$ cat src/rtl/spi_master_if.sv
// spi_master_if: host request/response signals and serial lines of spi_master
interface spi_master_if;
  logic       start;
  logic [1:0] cmd;
  logic [7:0] wdata;
  logic       ready;
  logic       done;
  logic [7:0] rdata;
  logic       rdata_valid;
  logic       SS_n;
  logic       MOSI;
  logic       MISO;
  modport master (
    input  start, cmd, wdata, MISO,
    output ready, done, rdata, rdata_valid, SS_n, MOSI
  );
  modport slave (
    output start, cmd, wdata, MISO,
    input  ready, done, rdata, rdata_valid, SS_n, MOSI
  );
endinterface

$ cat src/rtl/spi_master.sv
// spi_master: host-to-SPI framer, 10-bit command frame plus 8-bit response for read-data.
// SPI_MASTER_AUTO_RD_EN: cmd=10 automatically chains a {11,8'h00} read-data frame.
module spi_master #(
  parameter int TURN_CYCLES = 2,
  parameter int GAP_CYCLES  = 1
) (
  input logic clk,
  input logic rst,
  spi_master_if.master bus
);
  localparam int CW = $clog2(TURN_CYCLES + GAP_CYCLES + 10);
  typedef enum logic [2:0] {IDLE, LEAD, SHIFT_OUT, TURN, SHIFT_IN, GAP} state_t;
  state_t state, state_n;
  logic [CW-1:0] cnt, cnt_n;
  logic [9:0] sreg, sreg_n;
  logic [7:0] shreg, shreg_n, rdata, rdata_n;
  logic rd, rd_n, chain, chain_n;
  logic ss_n, ss_n_n, mosi, mosi_n, ready, ready_n, done, done_n, valid, valid_n;
  logic last;
  assign last = cnt == '0;
  assign bus.SS_n = ss_n;
  assign bus.MOSI = mosi;
  assign bus.ready = ready;
  assign bus.done = done;
  assign bus.rdata = rdata;
  assign bus.rdata_valid = valid;
  always_comb begin
    state_n = state;
    cnt_n = cnt;
    sreg_n = sreg;
    shreg_n = shreg;
    rdata_n = rdata;
    rd_n = rd;
    chain_n = chain;
    ss_n_n = ss_n;
    mosi_n = mosi;
    ready_n = ready;
    done_n = 1'b0;
    valid_n = 1'b0;
    unique case (state)
      IDLE: if (bus.start) begin
        sreg_n = {bus.cmd, bus.wdata};
        rd_n = bus.cmd == 2'b11;
        ready_n = 1'b0;
        state_n = LEAD;
`ifdef SPI_MASTER_AUTO_RD_EN
        chain_n = bus.cmd == 2'b10;
`endif
      end
      LEAD: begin
        ss_n_n = 1'b0;
        mosi_n = sreg[9];
        cnt_n = CW'(9);
        state_n = SHIFT_OUT;
      end
      SHIFT_OUT: begin
        mosi_n = sreg[9];
        sreg_n = {sreg[8:0], 1'b0};
        cnt_n = last ? (rd ? CW'(TURN_CYCLES - 1) : '0) : cnt - 1'b1;
        state_n = last ? (rd ? TURN : GAP) : SHIFT_OUT;
      end
      TURN: begin
        mosi_n = 1'b0;
        cnt_n = last ? CW'(7) : cnt - 1'b1;
        state_n = last ? SHIFT_IN : TURN;
      end
      SHIFT_IN: begin
        shreg_n = {shreg[6:0], bus.MISO};
        cnt_n = last ? '0 : cnt - 1'b1;
        state_n = last ? GAP : SHIFT_IN;
      end
      GAP: begin
        cnt_n = cnt + 1'b1;
        if (last) begin
          ss_n_n = 1'b1;
          mosi_n = 1'b0;
          done_n = !chain;
          valid_n = rd && !chain;
          rdata_n = rd ? shreg : rdata;
        end
        // the chained read-data frame restarts here exactly as if freshly accepted
        if (cnt == CW'(GAP_CYCLES)) begin
          cnt_n = '0;
          sreg_n = chain ? {2'b11, 8'h00} : sreg;
          rd_n = chain ? 1'b1 : rd;
          chain_n = 1'b0;
          ready_n = !chain;
          state_n = chain ? LEAD : IDLE;
        end
      end
      default: state_n = IDLE;
    endcase
  end
  always_ff @(posedge clk)
    if (rst) begin
      state <= IDLE;
      cnt <= '0;
      sreg <= '0;
      shreg <= '0;
      rdata <= '0;
      rd <= 1'b0;
      chain <= 1'b0;
      ss_n <= 1'b1;
      mosi <= 1'b0;
      ready <= 1'b1;
      done <= 1'b0;
      valid <= 1'b0;
    end else begin
      state <= state_n;
      cnt <= cnt_n;
      sreg <= sreg_n;
      shreg <= shreg_n;
      rdata <= rdata_n;
      rd <= rd_n;
      chain <= chain_n;
      ss_n <= ss_n_n;
      mosi <= mosi_n;
      ready <= ready_n;
      done <= done_n;
      valid <= valid_n;
    end
endmodule

$ cat src/flat_wrapper.sv
// flat-port wrapper written by rule: the top's interface ports become plain ports
module spi_master_flat 
#(
  parameter int TURN_CYCLES = 2,
  parameter int GAP_CYCLES  = 1
)
  (clk, rst, bus_start, bus_cmd, bus_wdata, bus_MISO, bus_ready, bus_done, bus_rdata, bus_rdata_valid, bus_SS_n, bus_MOSI);
  spi_master_if bus_i ();
  input logic clk;
  input logic rst;
  input wire logic [$bits(bus_i.start)-1:0] bus_start;
  input wire logic [$bits(bus_i.cmd)-1:0] bus_cmd;
  input wire logic [$bits(bus_i.wdata)-1:0] bus_wdata;
  input wire logic [$bits(bus_i.MISO)-1:0] bus_MISO;
  output wire logic [$bits(bus_i.ready)-1:0] bus_ready;
  output wire logic [$bits(bus_i.done)-1:0] bus_done;
  output wire logic [$bits(bus_i.rdata)-1:0] bus_rdata;
  output wire logic [$bits(bus_i.rdata_valid)-1:0] bus_rdata_valid;
  output wire logic [$bits(bus_i.SS_n)-1:0] bus_SS_n;
  output wire logic [$bits(bus_i.MOSI)-1:0] bus_MOSI;
  assign bus_i.start = bus_start;
  assign bus_i.cmd = bus_cmd;
  assign bus_i.wdata = bus_wdata;
  assign bus_i.MISO = bus_MISO;
  assign bus_ready = bus_i.ready;
  assign bus_done = bus_i.done;
  assign bus_rdata = bus_i.rdata;
  assign bus_rdata_valid = bus_i.rdata_valid;
  assign bus_SS_n = bus_i.SS_n;
  assign bus_MOSI = bus_i.MOSI;
  spi_master #(.TURN_CYCLES(TURN_CYCLES), .GAP_CYCLES(GAP_CYCLES)) u_core (.clk(clk), .rst(rst), .bus(bus_i));
endmodule
$ cat config.mk
export PLATFORM = sky130hd
export DESIGN_NAME = spi_master_flat
export DESIGN_NICKNAME = d
export VERILOG_FILES = /design/src/rtl/spi_master_if.sv /design/src/rtl/spi_master.sv /design/src/flat_wrapper.sv
export SDC_FILE = /design/constraint.sdc
export NUM_CORES = 1
export LEC_CHECK = 0
export BUFFER_PORTS_ARGS = -buffer_cell sky130_fd_sc_hd__buf_4
export CAP_MARGIN = 15
export CORE_ASPECT_RATIO = 0.7
export CORE_MARGIN = 2
export CORE_UTILIZATION = 56
export DETAILED_ROUTE_END_ITERATION = 8
export HOLD_SLACK_MARGIN = 0.08
export PLACE_DENSITY = 0.79
export SYNTH_ARGS = -nofsm -noshare
export SYNTH_HDL_FRONTEND = slang
export SYNTH_SLANG_ARGS = --single-unit
$ cat constraint.sdc
create_clock -name clk -period 1.6 [get_ports clk]
set_clock_uncertainty 0.2 [all_clocks]
set_input_delay 0.32 -clock clk [delete_from_list [all_inputs] [get_ports clk]]
set_output_delay 0.32 -clock clk [all_outputs]
set_load 0.03 [all_outputs]
==> impl_metrics.py, run 1 <==
metrics = {
    "synthesis": {
        "synth-seq-cells": 39,
        "synth-warning-count": 0,
        "synth.area.top_cells": "dfxtp_1 41%, mux2i_1 8.9%, a21oi_1 5.3%",
        "synth_area_per_cell_sq_um": 8.781,
        "yosys.area.top_type": "dfxtp_1",
        "netlist_area_sq_um": 1906,
        "synthArstFlopShare_pct": 0,
        "synth_seq_area_share_pct": 40.97,
        "syn_inst": 217,
        "synth-edff-count": 0,
        "synth_nets": 231,
        "synthFlopType": "dfxtp_1",
        "synth_top_area_share_pct": 40.97,
        "yosysUniqueCellTypes": 44,
    },
    "worst_setup_path": {
        "worstPathRequired_ns": 1.62,
        "crit_arrival_ns": 1.64,
        "crit_type": "reg2reg",
        "crit_buf_inv": 2,
        "crit_family": "compound AO/OA/AOI/OAI gates",
        "critPathLaunchType": "register",
        "slowest_delay_ns": 0.35,
        "cp-end-kind": "register",
        "crit_chain": "buf_4 > buf_6 > nand3b_1 > o2bb2a_4 > o22a_1 > a21oi_2",
        "r2r_cells": 6,
        "path_depth": 6,
        "slowest_stage": "dfxtp_4",
        "worstPathMaxFanout": 7,
    },
    "min_path": {
        "min_path_type": "in2reg",
        "min_path_cells": 3,
    },
    "placement": {
        "place.gp.congestion": 0.8566,
        "dp_hpwl_mm": 2.902,
        "portBuffers": 26,
        "dpl_worst_slack_ns": -0.1048,
        "place_inst": 289,
        "placed_cell_area_sq_um": 2246,
    },
    "finish": {
        "post-route-util_pct": 80.31,
        "nets": 280,
        "mostFrequentLayoutCells": "52 x buf_4, 33 x dfxtp_1, 22 x nand2_1, 22 x nor2_1, 17 x a21oi_1",
        "area_delta_synth_final_pct": 34.47,
        "final_common_cell": "buf_4",
        "fin_cells": 305,
        "drive_gt1_share_pct": 37.83,
        "postLayoutCellArea_sq_um": 2562,
        "n_antenna_cell": 0,
    },
    "flow_run": {
        "maxCapViolations": 0,
    },
    "drt": {
        "vias_per_cell": 5.695,
        "wl_per_cell_microns": 15.39,
        "drc_errors": 0,
        "first_pass_iters": 4,
        "highest_layer": "met4",
        "wl_met3_microns": 295,
        "dr_total_vias": 1737,
        "wl_met2_mm": 2.128,
        "drt_iter0_drc": 144,
        "finalWirelength_mm": 4.695,
        "ant_nets": 0,
        "wl_met1_mm": 2.211,
    },
    "grt": {
        "grt_pass1_vias": 1506,
        "overflow": 0,
        "grtUsageTotal_pct": 24.33,
        "grt_max_degree": 41,
        "grt_pass1_wl_mm": 7.072,
        "antenna_found_initial": 0,
    },
    "die": {
        "io_pins": 27,
        "row_count": 17,
        "die_h_microns": 52.81,
        "core_sq_um": 3191,
        "die_w_microns": 73.72,
        "start_util_pct": 59.73,
        "die-area_sq_um": 3893,
    },
    "status": {
        "status": "finished with violations",
        "failed_checks": "setup timing",
    },
    "pwr": {
        "power.total_mw": 4.251,
        "p_leak_nw": 0.9862,
        "power.density_nw_per_um2": 1659,
        "ir_drop_mv": 0.8533,
    },
    "clocking": {
        "cts_tree": "done",
        "h-tree-depth": 2,
        "path_clk_slew_ns": 0.07,
        "clockRootBuffer": "clkbuf_8",
        "clock_sinks": 39,
        "cts_buffer_depth": 2,
        "cts_buffers": 5,
        "clk_latency_ns": 0.29,
    },
    "timing": {
        "timing.hold.ws_ns": 0.1013,
        "tightest_slew_ns": 0.4462,
        "finalMaxSlewViolations": 0,
        "period_minus_slack_ns": 1.622,
        "rsz0062_at_grt": "true",
        "finalHoldViolCount": 0,
        "timing.final.crit_share_pct": 101.4,
        "finalSetupViolCount": 2,
        "relSlewSlack_pct": 70.25,
        "tns_ns": -0.03020,
        "fin_ws_ns": -0.02185,
        "clock.fmax_mhz": 616.6,
    },
}
-- power by group --
group	total, mW	switching (mW)	internal, mW
registers	1.35	0.196	1.16
logic	2.19	1.04	1.15
clock network	0.707	0.354	0.352
total	4.25	1.59	2.66
-- worst paths after layout --
kind / from / to / slack, ns
setup / recovery: u_core.cnt[2]$_SDFFE_PP0P_ / u_core.cnt[2]$_SDFFE_PP0P_ / -0.02
hold / removal: bus_cmd[0] / u_core.rd$_SDFFE_PP0P_ / 0.10
setup reg to reg: u_core.cnt[2]$_SDFFE_PP0P_ / u_core.cnt[2]$_SDFFE_PP0P_ / -0.02
hold reg to reg: u_core.bus.rdata[3]$_SDFFE_PP0P_ / u_core.bus.rdata[3]$_SDFFE_PP0P_ / 0.27
-- repair_timing --
item                       CTS  global route
pin swaps                    6            17
buffers inserted             3             4
setup endpoints to repair   23            24
hold buffers                 1             0
hold endpoints to repair     1             0
gates resized for setup     12            26
gates cloned                 0             1
-- tightest hold or removal path: stages --
cell and delay, ns:
buf_4 0.11, nand3_1 0.06, a21oi_1 0.06
-- final cells by class --
class | count | area (sq um)
inverter | 4 | 15.01
multi-input combinational | 156 | 1111
clock inverter | 2 | 13.76
tap | 38 | 47.55
clock buffer | 6 | 82.58
timing repair buffer | 60 | 496.7
fill | 206 | 628.1
sequential | 39 | 795.8
-- Yosys cell counts (all sizes together) (2+ instances only) --
cell / number
a211oi: 10
a21oi: 20
a22oi: 2
a31oi: 5
and2b: 2
buf: 14
clkbuf: 5
dfxtp: 39
inv: 4
mux2i: 17
nand2: 26
nand2b: 6
nand3: 2
nor2: 24
nor2b: 4
nor3: 6
nor3b: 2
o211ai: 2
o21a: 3
o21ai: 5
o21bai: 2
-- routing by layer --
metal | GRT usage [%] | vias to the layer above
met2 | 36.76 | 62
met4 | 10.30 | 0
met3 | 6.154 | 6
li1 | - | 857
met5 | 0 | -
met1 | 32.90 | 812
-- flip-flops by register name (all words and copies together), names as in the netlist --
register / cells
u_core.bus.MOSI: 1
u_core.bus.SS_n: 1
u_core.bus.done: 1
u_core.bus.rdata: 8
u_core.bus.rdata_valid: 1
u_core.bus.ready: 1
u_core.cnt: 4
u_core.rd: 1
u_core.shreg: 8
u_core.sreg: 10
u_core.state: 3
-- kinds of logic (layout without fill, tap and decap cells) --
family | Yosys count | in the layout | share of synthesized area (%)
compound gates | 55 | 55 | 18.52
buf+inv | 23 | 72 | 6.960
simple gates | 81 | 82 | 23.64
mux | 17 | 17 | 8.930
fa+ha+maj | 1 | 1 | 0.5253
flops | 39 | 39 | 40.97
xor+xnor | 1 | 1 | 0.4597
Note: power is estimated with default switching activity, not from simulation.
==> run 2, diff against run 1 <==
--- a/config.mk
+++ b/config.mk
@@ -6,13 +6,14 @@
 export NUM_CORES = 1
 export LEC_CHECK = 0
 export BUFFER_PORTS_ARGS = -buffer_cell sky130_fd_sc_hd__buf_4
-export CAP_MARGIN = 15
+export CAP_MARGIN = 20
 export CORE_ASPECT_RATIO = 0.7
 export CORE_MARGIN = 2
-export CORE_UTILIZATION = 56
+export CORE_UTILIZATION = 59
+export CTS_BUF_LIST = sky130_fd_sc_hd__clkbuf_8
 export DETAILED_ROUTE_END_ITERATION = 8
 export HOLD_SLACK_MARGIN = 0.08
-export PLACE_DENSITY = 0.79
+export PLACE_DENSITY = 0.83
 export SYNTH_ARGS = -nofsm -noshare
 export SYNTH_HDL_FRONTEND = slang
 export SYNTH_SLANG_ARGS = --single-unit
==> impl_metrics.py, run 2 (synthesized netlist as in run 1, its figures left out) <==
metrics = {
    "status": {
        "status": "finished with violations",
        "failed_checks": "setup timing",
    },
    "finish": {
        "drive_gt1_share_pct": 35.21,
        "largest_reg_flops": 10,
        "reg.largest.list": "u_core.sreg x10, u_core.bus.rdata x8, u_core.shreg x8",
        "area_delta_synth_final_pct": 31.91,
        "n_antenna_cell": 0,
        "mostFrequentLayoutCells": "55 x buf_4, 32 x dfxtp_1, 23 x nand2_1, 22 x nor2_1, 20 x a21oi_1",
        "fillers": 190,
        "fin_cells": 305,
        "seqCellArea_sq_um": 797.0,
        "regMostFlops": "u_core.sreg",
        "nets": 280,
        "final_common_cell": "buf_4",
        "post-route-util_pct": 80.39,
        "multi_input_area_sq_um": 1066,
    },
    "drt": {
        "vias_per_cell": 5.934,
        "drt_iter0_drc": 136,
        "dr_total_vias": 1810,
        "ant_nets": 0,
        "drc_errors": 0,
        "first_pass_iters": 4,
        "finalWirelength_mm": 5.007,
        "wl_per_cell_microns": 16.42,
    },
    "die": {
        "row_count": 17,
        "die_w_microns": 71.93,
        "io_pins": 27,
        "start_util_pct": 60.94,
        "die-area_sq_um": 3708,
        "core_sq_um": 3127,
        "die_h_microns": 51.55,
    },
    "clocking": {
        "h-tree-depth": 2,
        "clock_sinks": 39,
        "cts_tree": "done",
        "clk_latency_ns": 0.29,
        "cts_buffers": 5,
        "clockRootBuffer": "clkbuf_8",
        "cts_buffer_depth": 2,
        "path_clk_slew_ns": 0.08,
    },
    "worst_setup_path": {
        "reg2reg_slack_ns": -0.03,
        "r2r_cells": 6,
        "crit_type": "reg2reg",
        "crit_arrival_ns": 1.59,
        "worstPathRequired_ns": 1.56,
        "slowest_stage": "dfxtp_4",
        "cp-end-kind": "register",
        "worst_r2r_endpoint": "u_core.cnt[0]$_SDFFE_PP0P_",
        "slowest_delay_ns": 0.38,
        "crit_chain": "buf_2 > nor2b_1 > buf_4 > o21ai_0 > a2bb2oi_2 > nor3_1",
        "rr_startpoint": "u_core.state[1]$_SDFFE_PP0P_",
        "worstPathMaxFanout": 6,
        "critPathLaunchType": "register",
    },
    "pwr": {
        "p_leak_nw": 0.9802,
        "ir_drop_mv": 1.092,
        "power.density_nw_per_um2": 1723,
    },
    "min_path": {
        "worstHoldEndpoint": "u_core.rd$_SDFFE_PP0P_",
        "holdCritStartpoint": "bus_cmd[0]",
        "min_path_cells": 3,
        "min_path_type": "in2reg",
    },
    "timing": {
        "timing.hold.ws_ns": 0.1188,
        "clock.fmax_mhz": 614.7,
        "relSlewSlack_pct": 72.76,
        "finalSetupViolCount": 3,
        "rsz0062_at_grt": "true",
        "fin_ws_ns": -0.02671,
        "tightest_slew_ns": 0.4086,
        "timing.final.crit_share_pct": 101.7,
        "finalMaxSlewViolations": 0,
        "finalHoldViolCount": 0,
        "period_minus_slack_ns": 1.627,
    },
    "grt": {
        "overflow": 0,
        "antenna_found_initial": 0,
        "grt_max_degree": 41,
        "grtUsageTotal_pct": 27.15,
        "grt_pass1_wl_mm": 7.817,
        "grt_pass1_vias": 1632,
    },
    "placement": {
        "place.gp.congestion": 0.9254,
        "dpl_worst_slack_ns": -0.04415,
        "dp_hpwl_mm": 3.121,
        "place_inst": 287,
        "portBuffers": 26,
    },
    "flow_run": {
        "maxCapViolations": 0,
    },
}
-- run 2: cell count changes in the layout (fill, tap and decap cells not counted), moves of 3 or more --
cell and change:
buf_4 +3, a21oi_1 +3, a21oi_2 -3, buf_6 -3
-- run 2: timing repair --
item                                    4_1_cts  5_1_grt
cloned                                        1        0
setup buffers                                 2        6
hold endpoints to repair                      1        0
endpoints found under the setup margin       26       34
pin swaps                                     4       11
hold buffers                                  1        0
resized for setup                            11       17
-- run 2: worst max-delay path by stage --
stage,to,cells after the start,from
floorplan,u_core.bus.rdata[6]$_SDFFE_PP0P_,6,u_core.cnt[1]$_SDFFE_PP0P_
global placement,u_core.bus.rdata[2]$_SDFFE_PP0P_,5,u_core.cnt[3]$_SDFFE_PP0P_
detailed placement,u_core.bus.rdata[7]$_SDFFE_PP0P_,5,u_core.cnt[0]$_SDFFE_PP0P_
CTS,u_core.state[0]$_SDFFE_PP0P_,6,u_core.cnt[0]$_SDFFE_PP0P_
global route,u_core.bus.rdata[1]$_SDFFE_PP0P_,5,u_core.cnt[3]$_SDFFE_PP0P_
finish,u_core.cnt[0]$_SDFFE_PP0P_,6,u_core.state[1]$_SDFFE_PP0P_
-- run 2: through the flow --
step,TNS (ns),area [sq um],total power [mW]
final,-0.04860,2514,4.331
after floorplan,0,1906,2.490
after detailed placement,-0.3231,2231,3.056
after global routing,-0.9304,2514,4.554
after global placement,-0.09291,2231,3.001
after CTS,0,2421,4.068
-- run 2: final cells by class --
| cell class | instances | share of cell area (%) |
|---|---|---|
| multi-input cells | 156 | 42.41 |
| clock inverters | 2 | 1.394 |
| clock buffers | 6 | 3.285 |
| well taps | 38 | 1.891 |
| repair buffers | 60 | 18.72 |
| inverters | 4 | 0.5973 |
| flip-flops and latches | 39 | 31.71 |
-- run 2: layer usage --
metal | track usage [%] | share of wire (%) | up-vias
met3 | 6.008 | 7.1 | 9
met1 | 37.85 | 46 | 867
li1 | - | - | 860
met2 | 42.59 | 46 | 74
met4 | 7.547 | 1.1 | 0
met5 | 0 | 0 | -
-- run 2: power breakdown --
group | internal [mW] | total, mW | switching, mW
logic | 1.07 | 2.14 | 1.08
clock network | 0.505 | 0.845 | 0.341
registers | 1.16 | 1.34 | 0.180
total | 2.73 | 4.33 | 1.60
-- run 2: critical path: cells and delay by family (launching register included) --
family | cells | cell delay [ns]
compound gates | 2 | 0.29
flops | 1 | 0.38
simple gates | 2 | 0.30
buf+inv | 2 | 0.34
==> run 3, diff against run 2 <==
--- a/config.mk
+++ b/config.mk
@@ -5,7 +5,7 @@
 export SDC_FILE = /design/constraint.sdc
 export NUM_CORES = 1
 export LEC_CHECK = 0
-export BUFFER_PORTS_ARGS = -buffer_cell sky130_fd_sc_hd__buf_4
+export BUFFER_PORTS_ARGS = -buffer_cell sky130_fd_sc_hd__buf_2
 export CAP_MARGIN = 20
 export CORE_ASPECT_RATIO = 0.7
 export CORE_MARGIN = 2
==> impl_metrics.py, run 3 (synthesized netlist as in run 1, its figures left out) <==
metrics = {
    "worst_setup_path": {
        "r2r_cells": 5,
        "cp-end-kind": "register",
        "crit_start": "u_core.cnt[3]$_SDFFE_PP0P_",
        "crit_type": "reg2reg",
        "crit_chain": "nor4_4 > buf_4 > and2b_1 > a2bb2oi_1 > nor3_1",
        "rr_startpoint": "u_core.cnt[3]$_SDFFE_PP0P_",
        "slowest_delay_ns": 0.35,
        "worstPathMaxFanout": 7,
        "critPathLaunchType": "register",
        "slowest_stage": "dfxtp_2",
        "reg2reg_slack_ns": 0.01,
        "worst_r2r_endpoint": "u_core.cnt[0]$_SDFFE_PP0P_",
        "crit_family": "simple AND/OR/NAND/NOR gates",
        "crit_arrival_ns": 1.56,
        "worstPathRequired_ns": 1.57,
        "crit_buf_inv": 1,
    },
    "status": {
        "status": "complete, no violations",
    },
    "die": {
        "start_util_pct": 60.94,
        "die_h_microns": 51.55,
        "core_sq_um": 3127,
        "row_count": 17,
        "io_pins": 27,
        "die_w_microns": 71.93,
        "die-area_sq_um": 3708,
    },
    "pwr": {
        "power.total_mw": 3.945,
        "ir_drop_mv": 1.225,
        "power.density_nw_per_um2": 1626,
        "p_leak_nw": 0.9694,
    },
    "drt": {
        "finalWirelength_mm": 4.692,
        "vias_per_cell": 5.723,
        "ant_nets": 0,
        "wl_per_cell_microns": 15.28,
        "drt_iter0_drc": 103,
        "drc_errors": 0,
        "first_pass_iters": 4,
        "dr_total_vias": 1757,
    },
    "min_path": {
        "min_path_type": "in2reg",
        "holdCritStartpoint": "bus_cmd[0]",
        "worstHoldEndpoint": "u_core.rd$_SDFFE_PP0P_",
        "min_path_cells": 3,
    },
    "timing": {
        "finalHoldViolCount": 0,
        "finalSetupViolCount": 0,
        "period_minus_slack_ns": 1.588,
        "timing.final.crit_share_pct": 99.23,
        "fin_ws_ns": 0.01229,
        "tns_ns": 0,
        "rsz0062_at_grt": "true",
        "tightest_slew_ns": 0.3993,
        "clock.fmax_mhz": 629.8,
        "finalMaxSlewViolations": 0,
        "relSlewSlack_pct": 73.38,
    },
    "clocking": {
        "cts_buffer_depth": 2,
        "path_clk_slew_ns": 0.07,
        "h-tree-depth": 2,
        "clk_latency_ns": 0.29,
        "clock_sinks": 39,
        "clockRootBuffer": "clkbuf_8",
        "cts_buffers": 5,
        "cts_tree": "done",
    },
    "placement": {
        "dpl_worst_slack_ns": -0.02873,
        "placed_cell_area_sq_um": 2223,
        "place.gp.congestion": 0.8781,
        "dp_hpwl_mm": 3.038,
        "portBuffers": 26,
    },
    "finish": {
        "largest_reg_flops": 10,
        "mostFrequentLayoutCells": "33 x dfxtp_1, 29 x buf_4, 26 x nand2_1, 26 x buf_2, 22 x nor2_1",
        "regMostFlops": "u_core.sreg",
        "n_antenna_cell": 0,
        "postLayoutCellArea_sq_um": 2426,
        "drive_gt1_share_pct": 33.83,
        "final_common_cell": "dfxtp_1",
        "nets": 282,
        "area_delta_synth_final_pct": 27.31,
        "reg.largest.list": "u_core.sreg x10, u_core.bus.rdata x8, u_core.shreg x8",
    },
    "flow_run": {
        "maxCapViolations": 0,
    },
    "grt": {
        "overflow": 0,
        "antenna_found_initial": 0,
        "grt_max_degree": 24,
        "grtUsageTotal_pct": 26.37,
        "grt_pass1_wl_mm": 7.320,
        "grt_pass1_vias": 1531,
    },
}
run 3: report_power, final:
| group | leakage (nW) | total, mW | internal (mW) | switching, mW |
|---|---|---|---|---|
| Clock | 0.0505 | 0.625 | 0.293 | 0.332 |
| Sequential | 0.321 | 1.32 | 1.15 | 0.169 |
| Combinational | 0.598 | 2.00 | 0.989 | 1.01 |
| Total | 0.969 | 3.94 | 2.44 | 1.51 |
run 3: how the worst max path moves through the flow:
stage,end,slack [ns],cells after the start
floorplan,u_core.bus.rdata[6]$_SDFFE_PP0P_,0.11,6
global placement,u_core.cnt[0]$_SDFFE_PP0P_,0.02,5
detailed placement,u_core.cnt[3]$_SDFFE_PP0P_,-0.03,5
CTS,u_core.shreg[3]$_SDFFE_PP0P_,-0.004,4
finish,u_core.cnt[0]$_SDFFE_PP0P_,0.01,5
global route,u_core.cnt[0]$_SDFFE_PP0P_,-0.04,5
run 3: metrics by stage:
stage	hold slack [ns]	util, %	instances
6_report	0.1112	77.59	307
5_1_grt	0.1213	77.59	307
4_1_cts	0.1069	74.47	303
3_5_place_dp	0.2431	71.11	293
3_3_place_gp	0.2369	71.11	293
2_1_floorplan	0.2228	-	217
run 3: worst reg2reg max path, cell delays in order, from the launching register on:
cell	delay [ns]
dfxtp_2	0.35
nor4_4	0.34
buf_4	0.21
and2b_1	0.16
a2bb2oi_1	0.15
nor3_1	0.06
run 3: layout make-up:
| cell class | count | area (sq um) |
|---|---|---|
| Sequential cell | 39 | 790.8 |
| Timing Repair Buffer | 62 | 442.9 |
| Clock buffer | 5 | 68.82 |
| Fill cell | 205 | 700.7 |
| Tap cell | 38 | 47.55 |
| Inverter | 4 | 15.01 |
| Multi-Input combinational cell | 156 | 1049 |
| Clock inverter | 3 | 12.51 |
run 3: what timing repair did:
action,in CTS,in global routing
setup endpoints to repair,6,33
gates resized for setup,2,20
pin swaps,1,5
hold endpoints to repair,1,0
setup buffers,1,3
hold buffers,1,0
cloned,0,1
run 3: per-layer routing:
metal | track usage [%] | share of wire (%) | vias to the layer above
li1 | - | - | 863
met1 | 37.27 | 48 | 823
met2 | 37.65 | 43 | 59
met3 | 7.946 | 6.0 | 12
met4 | 10.38 | 2.3 | 0
met5 | 0 | 0 | -
